File: config.mk
export PLATFORM = sky130hd
export DESIGN_NAME = fetch_ctrl
export DESIGN_NICKNAME = d
export VERILOG_FILES = /design/src/rtl/fetch_ctrl.sv
export SDC_FILE = /design/constraint.sdc
export NUM_CORES = 1
export LEC_CHECK = 0
export CAP_MARGIN = 20
export CORE_MARGIN = 2
export CORE_UTILIZATION = 54
export DETAILED_ROUTE_END_ITERATION = 7
export PLACE_DENSITY = 0.87
export SLEW_MARGIN = 5
export SYNTH_ARGS = -nofsm -noshare
export SYNTH_HDL_FRONTEND = slang
export SYNTH_SLANG_ARGS = --single-unit
File: constraint.sdc
create_clock -name clk -period 26.7 [get_ports clk]
set_clock_uncertainty 0.05 [all_clocks]
set_input_delay 5.34 -clock clk [delete_from_list [all_inputs] [get_ports clk]]
set_output_delay 5.34 -clock clk [all_outputs]
set_load 0.02 [all_outputs]
File: src/rtl/fetch_ctrl.sv
// fetch_ctrl: instruction-fetch sequencer.
//
// Owns the fetch PC, presents it to a combinational instruction memory every
// cycle, and queues {pc, instr, exception} entries in a small FIFO that feeds
// decode over a valid/ready handshake. A redirect flushes the FIFO and loads a
// new fetch PC. After any faulting entry is queued, fetching stops until the
// next redirect, while already-queued entries still drain.
//
// Ports:
//   clk, rst                          clock, synchronous active-high reset
//   redirect_en, redirect_pc          flush FIFO and restart fetch at target
//   imem_addr                         memory address (always the fetch PC)
//   imem_instr, imem_exc_*            memory response for imem_addr
//   out_valid, out_ready              handshake to decode
//   out_pc, out_instr, out_exc_*      FIFO head (NOP values when empty)

module fetch_ctrl #(
  parameter logic [63:0] RESET_PC = 64'h0,
  parameter int          DEPTH    = 2
) (
  input  logic        clk,
  input  logic        rst,
  input  logic        redirect_en,
  input  logic [63:0] redirect_pc,
  output logic [63:0] imem_addr,
  input  logic [31:0] imem_instr,
  input  logic        imem_exc_en,
  input  logic [3:0]  imem_exc_code,
  input  logic [63:0] imem_exc_val,
  output logic        out_valid,
  input  logic        out_ready,
  output logic [63:0] out_pc,
  output logic [31:0] out_instr,
  output logic        out_exc_en,
  output logic [3:0]  out_exc_code,
  output logic [63:0] out_exc_val
);

  localparam int          PW      = $clog2(DEPTH);
  localparam logic [PW:0] CNT_MAX = (PW + 1)'(DEPTH);
  localparam logic [31:0] NOP     = 32'h0000_0013;

  typedef enum logic {
    RUN   = 1'b0,
    FAULT = 1'b1
  } state_t;

  state_t        state_q, state_d;
  logic [63:0]   fpc_q, fpc_d;
  logic [PW:0]   count_q, count_d;
  logic [PW-1:0] rd_ptr_q, rd_ptr_d;
  logic [PW-1:0] wr_ptr_q, wr_ptr_d;

  // FIFO storage; data needs no reset because count gates visibility.
  logic [63:0] ent_pc_q       [DEPTH];
  logic [31:0] ent_instr_q    [DEPTH];
  logic        ent_exc_en_q   [DEPTH];
  logic [3:0]  ent_exc_code_q [DEPTH];
  logic [63:0] ent_exc_val_q  [DEPTH];

  logic        not_empty;
  logic        pop;
  logic        push;
  logic        misaligned;
  logic [31:0] push_instr;
  logic        push_exc_en;
  logic [3:0]  push_exc_code;
  logic [63:0] push_exc_val;

  assign not_empty = (count_q != '0);
  assign pop       = not_empty & out_ready & ~redirect_en;
  // A pop in the same cycle frees a slot, so a full FIFO still accepts a push.
  assign push      = (state_q == RUN) & ~redirect_en & ((count_q < CNT_MAX) | pop);

  // A misaligned fetch PC overrides whatever the memory returned.
  assign misaligned    = (fpc_q[1:0] != 2'b00);
  assign push_instr    = misaligned ? NOP   : imem_instr;
  assign push_exc_en   = misaligned | imem_exc_en;
  assign push_exc_code = misaligned ? 4'd0  : imem_exc_code;
  assign push_exc_val  = misaligned ? fpc_q : imem_exc_val;

  always_comb begin
    state_d  = state_q;
    fpc_d    = fpc_q;
    count_d  = count_q;
    rd_ptr_d = rd_ptr_q;
    wr_ptr_d = wr_ptr_q;
    if (redirect_en) begin
      state_d  = RUN;
      fpc_d    = redirect_pc;
      count_d  = '0;
      rd_ptr_d = '0;
      wr_ptr_d = '0;
    end else begin
      if (push) begin
        wr_ptr_d = wr_ptr_q + 1'b1;
        fpc_d    = fpc_q + 64'd4;
        if (push_exc_en) begin
          state_d = FAULT;
        end
      end
      if (pop) begin
        rd_ptr_d = rd_ptr_q + 1'b1;
      end
      count_d = count_q + {{PW{1'b0}}, push} - {{PW{1'b0}}, pop};
    end
  end

  always_ff @(posedge clk) begin
    if (rst) begin
      state_q  <= RUN;
      fpc_q    <= RESET_PC;
      count_q  <= '0;
      rd_ptr_q <= '0;
      wr_ptr_q <= '0;
    end else begin
      state_q  <= state_d;
      fpc_q    <= fpc_d;
      count_q  <= count_d;
      rd_ptr_q <= rd_ptr_d;
      wr_ptr_q <= wr_ptr_d;
    end
  end

  always_ff @(posedge clk) begin
    if (push && !rst) begin
      ent_pc_q[wr_ptr_q]       <= fpc_q;
      ent_instr_q[wr_ptr_q]    <= push_instr;
      ent_exc_en_q[wr_ptr_q]   <= push_exc_en;
      ent_exc_code_q[wr_ptr_q] <= push_exc_code;
      ent_exc_val_q[wr_ptr_q]  <= push_exc_val;
    end
  end

  assign imem_addr = fpc_q;
  assign out_valid = not_empty;

  always_comb begin
    out_pc       = 64'h0;
    out_instr    = NOP;
    out_exc_en   = 1'b0;
    out_exc_code = 4'd0;
    out_exc_val  = 64'h0;
    if (not_empty) begin
      out_pc       = ent_pc_q[rd_ptr_q];
      out_instr    = ent_instr_q[rd_ptr_q];
      out_exc_en   = ent_exc_en_q[rd_ptr_q];
      out_exc_code = ent_exc_code_q[rd_ptr_q];
      out_exc_val  = ent_exc_val_q[rd_ptr_q];
    end
  end

endmodule

# Word level (Yosys, flattened, before mapping)
# Memory sizes are Yosys's and may differ from the RTL's. A register that Yosys moved wholly into a read port is not among the register bits.
# Index checks and enable logic that the tools add are counted.
totals:
  register_bits: 69
  latch_bits: 0
  mem_bits_rw: 330
  romBits: 0
  in_bits: 169
  output_inout_bits: 230
  memories: 5
mem_list:
  columns: ["memory", "words", "width", "read_ports", "rd_clocked_by_memory_dff", "write_ports", "line", "source"]
  rows:
  - ["ent_exc_val_q", 2, 64, 1, 1, 1, "59", "logic [63:0] ent_exc_val_q [DEPTH];"]
  - ["ent_pc_q", 2, 64, 1, 1, 1, "55", "logic [63:0] ent_pc_q [DEPTH];"]
  - ["ent_instr_q", 2, 32, 1, 1, 1, "56", "logic [31:0] ent_instr_q [DEPTH];"]
  - ["ent_exc_code_q", 2, 4, 1, 1, 1, "58", "logic [3:0] ent_exc_code_q [DEPTH];"]
  - ["ent_exc_en_q", 2, 1, 1, 1, 1, "57", "logic ent_exc_en_q [DEPTH];"]
classes:
  add_sub_neg: 5
  multipliers: 0
  div: 0
  order_cmp: 1
  eq_ne: 0
  shift: 0
  muxes: 22
  n_bitwise: 8
  n_reduce_logical: 7
op_table:
  columns: ["op", "n"]
  rows:
  - ["64-bit two-way mux", 5]
  - ["64-bit by 3-bit adder with 64-bit output, second input constant", 1]
  - ["32-bit two-way mux", 2]
  - ["1-bit two-way mux", 13]
  - ["4-bit two-way mux", 2]
  - ["2-bit nonzero test", 3]
  - ["1-bit AND", 4]
  - ["1-bit adder, second input constant", 2]
  - ["2-bit by 1-bit adder with 2-bit output", 1]
  - ["2-bit < comparator, second input constant", 1]
  - ["1-bit NOT", 2]
  - ["1-bit OR", 2]
  - ["2-bit AND reduction", 1]
  - ["2-bit OR reduction", 1]
  - ["2-bit by 1-bit subtractor with 2-bit output", 1]
  - ["1-bit logical AND", 1]
  - ["1-bit logical NOT", 1]

# Logic depth before layout (Yosys ltp)
logic_depth:
  word_depth: 8
  ltp_mapped: 10

# Least setup slack after synthesis
# OpenSTA, ideal clock, no wires.
synth_path:
  path_kind: "input port to flip-flop"
  start: "input out_ready"
  end: "memory ent_exc_code_q[0][0] (enable)"
  setup_ns: 0.692
  t_arrival_ns: 12.809
  required_ns: 25.958
  setup_slack_ns: 13.149
  path_stages: 5
  path_cell_list: "nor2b_1 clkbuf_1 nor2_1 nand2_1 nor2_1"
synth_via:
  elab_chain_len: 7
synth_lines:
  columns: ["element", "line", "source"]
  rows:
  - ["start, declared", "31", "input logic out_ready,"]
  - ["1-bit AND (2 in series)", "71", "assign pop = not_empty & out_ready & ~redirect_en;"]
  - ["1-bit OR", "73", "assign push = (state_q == RUN) & ~redirect_en & ((count_q < CNT_MAX) | pop);"]
  - ["1-bit AND", "73", null]
  - ["1-bit logical AND", "126", "if (push && !rst) begin"]
  - ["1-bit two-way mux", "126", null]
  - ["1-bit two-way mux (not written as such)", "130", "ent_exc_code_q[wr_ptr_q] <= push_exc_code;"]
  - ["end, declared", "58", null]
# Every way passes these cells.

==> out/results.txt <==
TritonCTS Sinks - 400
router iterations before antenna repair - 6
Clock transition at path regs - 0.06 ns
outcome - finished, final reports clean
Hold Vio Cnt, Final - 0
sequential cell area fraction in the yosys report - 65.1%
setup TNS - 0 ns
syn nets - 1513
asr flop ratio synth - 0%
Area contributors post-synth - edfxtp_1 (57%), mux2i_1 (9.6%), dfxtp_1 (8.1%)
worst path cell trace - buf_4 > mux2i_1 > nor2_1 > clkdlybuf4s50_1
max-cap violations - 0
Netlist cell types - 45
grt peak-use layer - met2
RSZ-0062 raised after global routing - no
Max clock buf depth - 3
Synth top area share - 57.0%
Area Overhead vs Synth - 32.3%
placed cell count - 2069
pin count of the biggest net entering global routing - 92
grt ovf - 0
Finished Layout Cells - 2147
total power per unit cell area - 63.4 nW/um2
grt met1 use - 33.3%
Setup crit end kind - primary output
synth warn - 0
area of the core - 31600 um2
CTS root buffer - clkbuf_16
Inserted Clock Buffers - 41
Die Y - 183 um
Placed Area - 21700 um2
Slew Viols, Final - 0
footprint of the multi-input gates - 5680 um2
overall die width - 183 um
routed len/inst - 21.8 um
Setup violations, final - 0
CTS tree - yes
CTS H-tree depth - 2
die area - 33600 um2
final worst path period need - 8.78 ns
vias in the first global route - 12.4k
Hold Buf Count CTS - 0
GR Layer Usage met2 - 46.2%
largest area contributor in the netlist - edfxtp_1
Leakage - 7.46 nW
count leader, synth - edfxtp_1
HP Class - register to register
num ports - 399
period utilisation layout - 32.9%
startpoint type of the worst setup path - register
row count - 65
Gate Count Post-Synth - 1341
DP Wirelength - 30600 um
Post-CTS Setup Inserts - 0
GRT Resource Usage Total - 27.0%
commonest cells in the netlist - edfxtp_1 (330), nor2_1 (228), mux2i_1 (167), dfxtp_1 (70), clkbuf_1 (61)
Resized cells post-CTS - 0
DRC viols - 0
worst-margin pin slew - 1.01 ns
Starting Density - 54.9%
FF/Latch Area - 11300 um2
kind of critical path - register to primary output
Detail Route Antenna Nets - 0
crit-path max cell delay - 0.86 ns
Worst slew margin - 32.6%
final weighted congestion in routability-driven placement - 0.840
later-pin clock latency in the skew report - 0.53 ns
Worst EP arrival - 3.39 ns
global-route wire length before repair - 70300 um
total routed wirelength - 46800 um
Cell Area, Synth - 17400 um2
nets@finish - 1884
cell area after layout - 23000 um2
Port Buffers - 398
Post-synth EDFFs - 330
Worst path slowest cell - dfxtp_4
Tot Pwr - 1.46 mW
Critical Path Fanout Max - 56
antenna violations before repair - 2
number of fillers in the final layout - 2062
Iter 0 DRT Violations - 969
Max VDD drop - 0.0000555 V
FF+latch count, synth - 400
CP required - 21.31 ns
Vias per Instance - 5.86
mean post-synth cell area - 13.0 um2
ys flop type - edfxtp_1
met3 Track Usage GR - 7.33%
Via Count - 12.6k
Fmax achieved - 114 MHz
layout cells sized above 1 - 8.20%
## critical path: cells and delay by family, from the launching register on
family	cells	cell delay, ns
buf+inv	2	1.49
flops	1	0.86
mux	1	0.20
simple gates	1	0.16
## per-stage QoR
stage,hold WS [ns],setup slack (ns),utilization (%)
floorplan,0.470,13.15,-
detailed placement,0.487,17.95,68.5
CTS,0.495,17.74,72.5
finish,0.496,17.92,72.7
global route,0.508,17.70,72.7
global placement,0.473,18.00,68.5
## where the power goes
part / switching (mW) / internal [mW] / total [mW]
Sequential: 0.0226 / 0.709 / 0.732
Combinational: 0.0953 / 0.0846 / 0.180
Clock: 0.227 / 0.319 / 0.546
## layer usage
metal / wire length (um) / vias to the layer above / share of wire, %
met1: 17600 / 6157 / 38
met2: 23400 / 608 / 50
li1: - / 5728 / -
met3: 4380 / 92 / 9.3
met4: 1470 / 0 / 3.1
met5: 0 / - / 0
## layout by cell type (no fill, tap or decap), types with 5 or more instances in the layout
| cell type | netlist | final |
|---|---|---|
| nand2b_1 | 5 | 5 |
| buf_4 | 0 | 16 |
| a21oi_1 | 12 | 12 |
| o21ai_0 | 17 | 17 |
| o31ai_1 | 11 | 11 |
| or3_1 | 15 | 15 |
| or4_1 | 9 | 9 |
| clkbuf_1 | 61 | 16 |
| and3_1 | 14 | 13 |
| edfxtp_1 | 330 | 330 |
| a2111oi_0 | 8 | 8 |
| nor4_1 | 18 | 17 |
| nor2_1 | 228 | 225 |
| a311oi_1 | 22 | 22 |
| inv_1 | 21 | 20 |
| nor4bb_1 | 5 | 5 |
| mux2_2 | 54 | 54 |
| and2_1 | 38 | 38 |
| xor2_1 | 13 | 13 |
| clkinv_2 | 0 | 9 |
| and4_1 | 12 | 12 |
| a211oi_1 | 26 | 26 |
| mux2i_1 | 167 | 167 |
| clkbuf_16 | 0 | 43 |
| nor2b_1 | 6 | 6 |
| clkdlybuf4s50_1 | 0 | 396 |
| nor3_1 | 23 | 22 |
| nand3_1 | 24 | 24 |
| dfxtp_1 | 70 | 69 |
| nand2_1 | 48 | 48 |
| xnor2_1 | 18 | 18 |
| nand4_1 | 18 | 18 |
## final cells by class
| class | count | area share, % |
|---|---|---|
| antenna | 1 | 0.0109 |
| sequential | 400 | 49.2 |
| timing repair buffer | 416 | 18.0 |
| clock inverter | 15 | 0.561 |
| clock buffer | 60 | 5.00 |
| multi-input combinational | 832 | 24.7 |
| tap | 402 | 2.19 |
| inverter | 21 | 0.343 |
## cells by family (layout without fill, tap and decap cells)
logic type               count (synthesis)  count (layout)  share of synthesized area (%)
other                                    0               1                              0
multiplexers                           221             221                           13.1
adder cells (fa/ha/maj)                  3               3                          0.216
AND/OR/NAND/NOR                        475             475                           13.4
buffers and inverters                  109             512                           2.44
flip-flops                             400             400                           65.1
AO/OA/AOI/OAI                          102             102                           4.21
XOR/XNOR                                31              31                           1.56
## worst paths after layout
path	startpoint	end	slack [ns]	cells after the start
setup / recovery	register	out_pc[40]	17.92	4
hold / removal	rd_ptr_q	register	0.50	2
setup reg to reg	count_q[1]	ent_pc_q[0][39]	23.36	5
hold reg to reg	rd_ptr_q	register	0.50	2
## sequential cells by signal, summed over array words and instances, names as in the netlist, named ones only
register and count:
ent_exc_val_q 128, ent_pc_q 128, ent_instr_q 64, imem_addr 64, ent_exc_code_q 8, count_q 2
ent_exc_en_q 2, rd_ptr_q 1, state_q 1, wr_ptr_q 1
Power figures use the tool's default switching activity.
